**src/rtl/top_racl_pkg.sv**
```systemverilog
// Shared RACL types: the error-log record and the drop-counter width.
// Consumed by racl_error_arbiter (optional counter via RACL_ERR_DROP_CNT_EN).
package top_racl_pkg;

  localparam int RACL_ROLE_W    = 4;
  localparam int CTN_UID_W      = 8;
  localparam int RACL_ADDR_W    = 32;
  localparam int RACL_ERR_CNT_W = 8;

  typedef logic [RACL_ROLE_W-1:0] racl_role_t;
  typedef logic [CTN_UID_W-1:0]   ctn_uid_t;

  typedef struct packed {
    logic                   valid;
    logic                   overflow;
    racl_role_t             racl_role;
    ctn_uid_t               ctn_uid;
    logic                   read_access;
    logic [RACL_ADDR_W-1:0] request_address;
  } racl_error_log_t;

endpackage

```
**src/rtl/racl_rr_arb.sv**
```systemverilog
// Round-robin arbiter: search starts at the rotating pointer, one grant per
// cycle, pointer moves past the winner. advance=0 suppresses any grant.
module racl_rr_arb #(
  parameter  int N    = 4,
  localparam int IdxW = $clog2(N)
) (
  input  logic            clk_i,
  input  logic            rst_i,
  input  logic [N-1:0]    req,
  input  logic            advance,
  output logic [N-1:0]    gnt,
  output logic [IdxW-1:0] gnt_idx
);

  logic [IdxW-1:0] ptr_reg;
  logic [IdxW-1:0] ptr_next;
  logic            found;

  always_comb begin
    int cand;
    gnt     = '0;
    gnt_idx = '0;
    found   = 1'b0;
    cand    = 0;
    for (int i = 0; i < N; i++) begin
      cand = int'(ptr_reg) + i;
      if (cand >= N) cand = cand - N;
      if (!found && advance && req[IdxW'(cand)]) begin
        found                = 1'b1;
        gnt[IdxW'(cand)]     = 1'b1;
        gnt_idx              = IdxW'(cand);
      end
    end
  end

  always_comb begin
    ptr_next = ptr_reg;
    if (found) ptr_next = (int'(gnt_idx) == N-1) ? '0 : gnt_idx + 1'b1;
  end

  always_ff @(posedge clk_i) begin
    if (rst_i) ptr_reg <= '0;
    else       ptr_reg <= ptr_next;
  end

endmodule

```
**src/rtl/racl_error_arbiter.sv**
```systemverilog
// Funnels RACL error records from NumReq checkers into one sticky log register.
// Drop counter present only when RACL_ERR_DROP_CNT_EN is defined.
module racl_error_arbiter
  import top_racl_pkg::*;
#(
  parameter int NumReq = 4,
  parameter int SrcW   = $clog2(NumReq),
  parameter int CntW   = RACL_ERR_CNT_W
) (
  input  logic                         clk_i,
  input  logic                         rst_i,
  input  racl_error_log_t [NumReq-1:0] err_i,
  input  logic                         clear_i,
  output racl_error_log_t              log_o,
  output logic [SrcW-1:0]              log_src_o,
  output logic                         irq_o,
  output logic [CntW-1:0]              drop_cnt_o
);

  racl_error_log_t   slot_rec [NumReq];
  logic [NumReq-1:0] slot_full;
  logic [NumReq-1:0] pend_ovf;
  logic [NumReq-1:0] gnt;
  logic [SrcW-1:0]   gnt_idx;
  logic              gnt_any;
  racl_error_log_t   gnt_rec;
  racl_error_log_t   log_reg;
  logic [SrcW-1:0]   log_src_reg;

  // One-deep pending slot per requester; a granted slot can refill in the same cycle.
  for (genvar gi = 0; gi < NumReq; gi++) begin : g_slot
    racl_error_log_t slot_reg;
    logic            pend_ovf_reg;

    always_ff @(posedge clk_i) begin
      if (rst_i) begin
        slot_reg     <= '0;
        pend_ovf_reg <= 1'b0;
      end else if (err_i[gi].valid && (!slot_reg.valid || gnt[gi])) begin
        slot_reg     <= err_i[gi];
        pend_ovf_reg <= 1'b0;
      end else if (err_i[gi].valid) begin
        pend_ovf_reg <= 1'b1;
      end else if (gnt[gi]) begin
        slot_reg.valid <= 1'b0;
      end
    end

    assign slot_rec[gi]  = slot_reg;
    assign slot_full[gi] = slot_reg.valid;
    assign pend_ovf[gi]  = pend_ovf_reg;
  end

  racl_rr_arb #(.N(NumReq)) u_arb (
    .clk_i   (clk_i),
    .rst_i   (rst_i),
    .req     (slot_full),
    .advance (~clear_i),
    .gnt     (gnt),
    .gnt_idx (gnt_idx)
  );

  assign gnt_any = |gnt;

  always_comb begin
    gnt_rec          = slot_rec[gnt_idx];
    gnt_rec.valid    = 1'b1;
    gnt_rec.overflow = slot_rec[gnt_idx].overflow | pend_ovf[gnt_idx];
  end

  always_ff @(posedge clk_i) begin
    if (rst_i || clear_i) begin
      log_reg     <= '0;
      log_src_reg <= '0;
    end else if (gnt_any) begin
      if (!log_reg.valid) begin
        log_reg     <= gnt_rec;
        log_src_reg <= gnt_idx;
      end else begin
        log_reg.overflow <= 1'b1;
      end
    end
  end

  assign log_o     = log_reg;
  assign log_src_o = log_src_reg;
  assign irq_o     = log_reg.valid;

`ifdef RACL_ERR_DROP_CNT_EN
  localparam int SumW = CntW + 5;
  localparam logic [SumW-1:0] CntMax = {{5{1'b0}}, {CntW{1'b1}}};

  logic [CntW-1:0] drop_cnt_reg;
  logic [SumW-1:0] drop_inc;
  logic [SumW-1:0] drop_sum;

  // Slot drops and a log discard can coincide, so sum them before saturating.
  always_comb begin
    drop_inc = '0;
    for (int k = 0; k < NumReq; k++) begin
      if (err_i[k].valid && slot_full[k] && !gnt[k]) drop_inc = drop_inc + 1'b1;
    end
    if (gnt_any && log_reg.valid) drop_inc = drop_inc + 1'b1;
    drop_sum = {5'b0, drop_cnt_reg} + drop_inc;
  end

  always_ff @(posedge clk_i) begin
    if (rst_i || clear_i)      drop_cnt_reg <= '0;
    else if (drop_sum > CntMax) drop_cnt_reg <= '1;
    else                        drop_cnt_reg <= drop_sum[CntW-1:0];
  end

  assign drop_cnt_o = drop_cnt_reg;
`else
  assign drop_cnt_o = '0;
`endif

endmodule

```
**config.mk**
```make
export PLATFORM = sky130hd
export DESIGN_NAME = racl_error_arbiter
export DESIGN_NICKNAME = d
export VERILOG_FILES = /design/src/rtl/top_racl_pkg.sv /design/src/rtl/racl_rr_arb.sv /design/src/rtl/racl_error_arbiter.sv
export SDC_FILE = /design/constraint.sdc
export NUM_CORES = 1
export LEC_CHECK = 0
export BUFFER_PORTS_ARGS = -buffer_cell sky130_fd_sc_hd__buf_4
export CAP_MARGIN = 30
export CORE_ASPECT_RATIO = 1.5
export CORE_MARGIN = 2
export CORE_UTILIZATION = 55
export CTS_BUF_LIST = sky130_fd_sc_hd__clkbuf_2
export DETAILED_ROUTE_END_ITERATION = 16
export PLACE_DENSITY = 0.88
export SYNTH_ARGS = -nofsm -noshare
export SYNTH_HDL_FRONTEND = slang
export SYNTH_SLANG_ARGS = --single-unit
export TNS_END_PERCENT = 10
```
**constraint.sdc**
```tcl
create_clock -name clk_i -period 5 [get_ports clk_i]
set_input_delay 1 -clock clk_i [delete_from_list [all_inputs] [get_ports clk_i]]
set_output_delay 1 -clock clk_i [all_outputs]
set_load 0.05 [all_outputs]
```
# Yosys cells after proc, flatten, opt, wreduce, memory -nomap -nowiden
# Cells that the tools add are included.
dict set report totals {
  output_inout_bits 58
  register_bits 243
  wordCells 166
  input_bits 191
}
dict set report classes {
  n_bitwise 7
  mux 55
  addsub 8
  order_cmp 14
  n_eq_ne 5
  reduce_logical 41
}
# cell n
set ops {}
lappend ops {{binary-select mux 47 bit (select 2 bit)} 1}
lappend ops {{two-way mux 46 bit} 2}
lappend ops {{two-way mux 1 bit} 30}
lappend ops {{two-way mux 2 bit} 9}
lappend ops {{< comparator 2 x 4 -> 1 bit, second input constant} 4}
lappend ops {{two-way mux 4 bit} 4}
lappend ops {{logical AND 1 bit} 15}
lappend ops {{>= comparator 3 bit, second input constant} 4}
lappend ops {{bitwise OR 4 bit} 3}
lappend ops {{binary-select mux 1 bit (select 2 bit)} 5}
lappend ops {{AND reduction 2 bit} 5}
lappend ops {{demux 1 bit (select 2 bit)} 4}
lappend ops {{>= comparator 2 x 1 -> 1 bit, second input constant} 4}
lappend ops {{inequality test 2 x 1 -> 1 bit, second input constant} 4}
lappend ops {{nonzero test 2 bit} 4}
lappend ops {{OR reduction 2 bit} 4}
lappend ops {{subtractor 2 x 1 -> 2 bit, second input constant} 4}
lappend ops {{logical NOT 1 bit} 7}
lappend ops {{adder 2 x 2 -> 3 bit, second input constant} 2}
lappend ops {{logical OR 1 bit} 5}
lappend ops {{OR reduction 4 bit} 1}
lappend ops {{adder 2 x 1 -> 3 bit, second input constant} 1}
lappend ops {{>= comparator 2 x 3 -> 1 bit, second input constant} 1}
lappend ops {{< comparator 2 x 3 -> 1 bit, second input constant} 1}
lappend ops {{5 further kinds} 6}

# Longest topological paths before layout
dict set report logic_depth {
  word_depth 25
  mapped_depth 14
  ltp_nobuf 11
}

# Hierarchy
# Synthesis repeated with hierarchy kept, for this count alone.
dict set report hier_totals {
  cells_unflattened 1180
  hier_area_um2 10664.0
}
# module cells_each instances area_per_inst_um2
set by_module_without_submodules {}
lappend by_module_without_submodules {racl_error_arbiter 1108 1 10067.2}
lappend by_module_without_submodules {racl_rr_arb 72 1 596.8}

# Least setup slack after synthesis
# OpenSTA, ideal clock, no wires.
dict set report synth_path {
  kind {flip-flop to flip-flop}
  start {reg u_arb.ptr_reg[0]}
  end {reg u_arb.ptr_reg[1]}
  synth_period_minus_slack_ns 3.085
  path_stages_with_launch 15
  path_slack_ns 1.915
  path_buffers 3
  setup_ns 0.128
  arrival_ns 2.957
  required_ns 4.872
  cell_sequence {dfxtp_1 buf_6 buf_2 inv_1 ha_1 or2_2 o2bb2ai_1 a21o_1 a21oi_1 a211oi_1 inv_1 clkbuf_1 ha_1 a21oi_1 nor2_1}
}
dict set report synth_via {
  elab_chain_len 21
  elab_cells_between_ends 48
}
# item line_no
set synth_rtl {}
lappend synth_rtl {{from (decl)} racl_rr_arb.sv:15} ;# logic [IdxW-1:0] ptr_reg;
lappend synth_rtl {{from (signal assigned)} racl_rr_arb.sv:43} ;# else ptr_reg <= ptr_next;
lappend synth_rtl {{>= comparator 2 x 3 -> 1 bit or subtractor 2 x 1 -> 2 bit (tied branches)} racl_rr_arb.sv:27} ;# if (cand >= N) cand = cand - N;
lappend synth_rtl {{two-way mux 2 bit} racl_rr_arb.sv:27}
lappend synth_rtl {{binary-select mux 1 bit (select 2 bit)} racl_rr_arb.sv:28} ;# if (!found && advance && req[IdxW'(cand)]) begin
lappend synth_rtl {{two-way mux 1 bit (not written as such) (2 in a row)} racl_rr_arb.sv:28}
lappend synth_rtl {{logical AND 1 bit} racl_rr_arb.sv:28}
lappend synth_rtl {{two-way mux 1 bit} racl_rr_arb.sv:28}
lappend synth_rtl {{logical NOT 1 bit} racl_rr_arb.sv:28}
lappend synth_rtl {{logical AND 1 bit (2 in a row)} racl_rr_arb.sv:28}
lappend synth_rtl {{(+2 left out)} --}
lappend synth_rtl {{logical AND 1 bit (2 in a row)} racl_rr_arb.sv:28}
lappend synth_rtl {{two-way mux 1 bit} racl_rr_arb.sv:28}
lappend synth_rtl {{logical NOT 1 bit} racl_rr_arb.sv:28}
lappend synth_rtl {{logical AND 1 bit (2 in a row)} racl_rr_arb.sv:28}
lappend synth_rtl {{two-way mux 2 bit *} racl_rr_arb.sv:28}
lappend synth_rtl {{net gnt_idx[1]} racl_error_arbiter.sv:24} ;# logic [SrcW-1:0] gnt_idx;
lappend synth_rtl {{adder 2 x 1 -> 2 bit or == test 2 x 1 -> 1 bit (tied branches)} racl_rr_arb.sv:38} ;# if (found) ptr_next = (int'(gnt_idx) == N-1) ? '0 : gnt_idx + 1'b1;
lappend synth_rtl {{two-way mux 2 bit *} racl_rr_arb.sv:38}
# Mark *: on every way through the listed nets, which the timed path passes. The rest lies on a longest branch. The select of a mux whose other input is x is not followed.
# A chain may end at the register's enable or synchronous reset.

# Final worst setup path
dict set report layout_path {
  start {reg u_arb.ptr_reg[1]}
  end {reg g_slot[3].slot_reg[36] in the netlist's numbering}
}
dict set report layout_via {
  elab_chain_len 21
  elab_cells_between_ends 69
}
# item line_no
set layout_rtl {}
lappend layout_rtl {{parallel branches: the longest is 18 deep, another holds < comparator 2 x 4 -> 1 bit} --}
lappend layout_rtl {{two-way mux 4 bit *} racl_rr_arb.sv:28}
lappend layout_rtl {{logical OR 1 bit *} racl_error_arbiter.sv:39} ;# end else if (err_i[gi].valid && (!slot_reg.valid || gnt[gi])) begin
lappend layout_rtl {{logical AND 1 bit *} racl_error_arbiter.sv:39}
lappend layout_rtl {{to (signal assigned)} racl_error_arbiter.sv:40} ;# slot_reg <= err_i[gi];
lappend layout_rtl {{to (decl)} racl_error_arbiter.sv:32} ;# racl_error_log_t slot_reg;
# Every way passes the cells marked *. The select of a mux whose other input is x is not followed.

==> summary.md <==
| Metric | Value |
|---|---|
| Status | `finished clean` |
| Reg2Reg Depth | `10` |
| Filler cell count | `roughly 1500` |
| Die X | `117 um` |
| P_leak | `about 0.0058 uW` |
| Clock Latency Late Sink | `820 ps` |
| Setup slack, reg-to-reg | `approximately 1100 ps` |
| Async SR Flop Fraction | `0%` |
| GRT Util Overall | `about 29%` |
| First-pass GRT wire length | `47.9 mm` |
| Most frequent cells after synthesis | `243 x dfxtp_1, 197 x nor2_1, 195 x nand2_1, 189 x mux2i_1, 97 x nand3_1` |
| Final hold viol count | `0` |
| Fin. max-slew vios | `0` |
| Max layer used | `met5` |
| Top_reg_cell synth | `dfxtp_1` |
| Worst Setup End Kind | `flop` |
| Max-Cap Viols | `0` |
| Data required, critical path | `roughly 5600 ps` |
| Worst-path maximum fanout | `34` |
| Crit start category | `flop` |
| H-tree levels | `2` |
| Unrepaired setup endpoints after global routing | `no` |
| CTS Buffer Depth | `3` |
| #FFs+latches synth | `243` |
| Post-synth EDFFs | `0` |
| Routed vias | `about 9400` |
| Flop pwr share | `46.1%` |
| Fin crit share | `77.2%` |
| Post-synth top area share | `about 46%` |
| IO Count | `249` |
| TritonCTS clock tree | `yes` |
| Non-filler cells, final | `approximately 1700` |
| Layout area overhead | `22.2%` |
| Hold path endpoint | `g_slot[1].slot_reg[39]` |
| Relative slew slack | `about 32%` |
| Antenna Nets Post-Route | `0` |
| Fmax | `259 MHz` |
| Max FFs per register | `188` |
| Core ar. | `~19000 um2` |
| Worst min-delay path class | `input port to flop` |
| Syn_area_per_cell | `~9.0 um2` |
| Area of the multi-input gates | `5270 um2` |
| Initial DRT Pass Iterations | `5` |
| Wirelength, routed | `29.8 mm` |
| CTS sink count | `243` |
| Vias in the first global route | `9848` |
| DR DRC count | `0` |
| Skew final | `49.3 ps` |
| Total negative slack | `0 ps` |
| IO Port Bufs | `240` |
| Post-CTS setup buffers | `0` |
| Num CTS Buffers | `55` |
| Placed cells | `1592` |
| Root buf cell | `clkbuf_2` |
| Drt wl/cell | `between 15 and 20 um` |
| Dpl cell area | `around 12000 um2` |
| Grt ovf | `0` |
| Chip height | `174 um` |
| Clk slew on worst S/H paths | `approximately 110 ps` |
| Wire length on met1 | `10.9 mm` |
| Clock power share | `26.7%` |
| Comb pwr share | `27.2%` |
| Post-DP HPWL | `19.8 mm` |
| Pwr Density | `around 360 nW/um2` |
| Largest net degree at the start of global routing | `137` |
| Met3 WL | `2.04 mm` |
| Final core occ | `just under 70%` |
| Worst VDD drop | `208 uV` |
| WP data arrival | `4500 ps` |
| Cell-internal power | `3050 uW` |
| Dominant cells by area after synthesis | `dfxtp_1 46%, mux2i_1 18%, nor2_1 7.0%` |
| Layout cells sized above 1 | `between 20% and 30%` |
| WL met2 | `15.3 mm` |
| Gpl congestion | `0.890` |
| Layout net count | `1593` |
| Crit path kind | `flop to flop` |
| NetSw | `1660 uW` |
| Critical R2R Capture | `g_slot[3].slot_reg[36]` |
| Hold path depth | `3` |
| Warnings, synthesis | `0` |
| Initial antenna violation count | `2` |
| Post-CTS Hold Fix Bufs | `0` |
| Tightest Pin Transition | `a little over 1000 ps` |
| Syn Inst Count | `1173` |
| Initial Util | `55.8%` |
| Most frequent cell after synthesis | `dfxtp_1` |
| Yosys cell types | `65` |
| Post-layout min period | `3860 ps` |
| Min-delay src | `err_i[86]` |
| Sequential area share after synthesis | `45.9%` |
| Row count | `62` |
| Worst Setup SP | `u_arb.ptr_reg[1]` |
| FF-to-FF Start | `u_arb.ptr_reg[1]` |
| Net Sw Frac | `35.2%` |
| Design Area, Final | `13000 um2` |
| FF/Latch Area | `4860 um2` |
| DR vias/cell | `5.57` |
| Setup-failing EPs final | `0` |
| Area leader, netlist | `dfxtp_1` |
| Post-cts resize count | `0` |
| Die area | `20400 um2` |
| Synthesized area | `10600 um2` |
| Drt initial violations | `between 500 and 600` |
==> cells by family after synthesis <==
family	Yosys count	share of synthesized area, %
adder cells (fa/ha/maj)	9	1.06
buffers and inverters	108	5.45
AND/OR/NAND/NOR	523	20.8
other	1	0.0353
flip-flops	243	45.9
AO/OA/AOI/OAI	95	8.15
multiplexers	194	18.6
==> power groups by stage <==
stage / Clock (uW) / Combinational (uW) / Sequential (uW)
after floorplan: 0 / 811 / 2270
after global placement: 0 / 1250 / 2210
after detailed placement: 0 / 1270 / 2210
after CTS: 1280 / 1280 / 2170
after global routing: 1380 / 1380 / 2190
final: 1260 / 1280 / 2170
==> placed cells by master (no fill, tap or decap), types with 4 or more instances in the layout <==
| cell type | synthesis | layout |
|---|---|---|
| buf_4 | 26 | 250 |
| dfxtp_1 | 243 | 243 |
| nor2_1 | 197 | 197 |
| nand2_1 | 195 | 195 |
| mux2i_1 | 189 | 189 |
| nand3_1 | 97 | 97 |
| clkbuf_2 | 0 | 85 |
| a32o_1 | 39 | 39 |
| clkinv_1 | 0 | 14 |
| a21oi_1 | 11 | 11 |
| ha_1 | 9 | 9 |
| conb_1 | 1 | 8 |
| inv_1 | 8 | 7 |
| a32o_2 | 7 | 7 |
| o21ai_0 | 4 | 4 |
| nor3_1 | 4 | 4 |
| and3_1 | 4 | 4 |
| buf_12 | 0 | 4 |
==> final cells by class <==
type	count	share of cell area (%)
clock inverters	16	0.666
repair buffers	255	15.2
multi-input cells	829	40.6
flip-flops and latches	243	37.5
inverters	9	0.261
clock buffers	85	3.28
well taps	256	2.47
diodes	1	0.0193
==> through the flow <==
step | hold WS [ps] | setup slack (ps) | power (uW)
finish | 404 | 1140 | 4710
global route | 356 | 864 | 4950
CTS | 331 | 1120 | 4740
detailed placement | 456 | 1190 | 3490
global placement | 443 | 1320 | 3450
floorplan | 437 | 1920 | 3080
==> worst max-delay path: stages, from the launching register on <==
cell and delay [ps]:
dfxtp_1 710, inv_1 280, ha_1 520, mux4_1 330
nor2_1 120, nand3_1 110, o211a_1 330, a21boi_4 560
buf_12 360, mux2i_1 260, nor2_1 70
==> worst max path at each step <==
stage                             endpoint  depth (start not counted)  slack, ps
finish              g_slot[3].slot_reg[36]                         10       1140
global route                     log_o[15]                         10        860
CTS                 g_slot[3].slot_reg[36]                         10       1120
detailed placement               log_o[26]                         10       1190
global placement                 log_o[26]                         10       1320
floorplan                 u_arb.ptr_reg[1]                         14       1920
==> metal layers <==
metal | GRT usage [%] | vias to the layer above
met5 | 0 | -
met4 | 16.2 | 2
met3 | 6.53 | 93
met2 | 52.0 | 398
met1 | 30.0 | 4457
li1 | - | 4490
No activity file was read; power rests on OpenSTA's default activity.
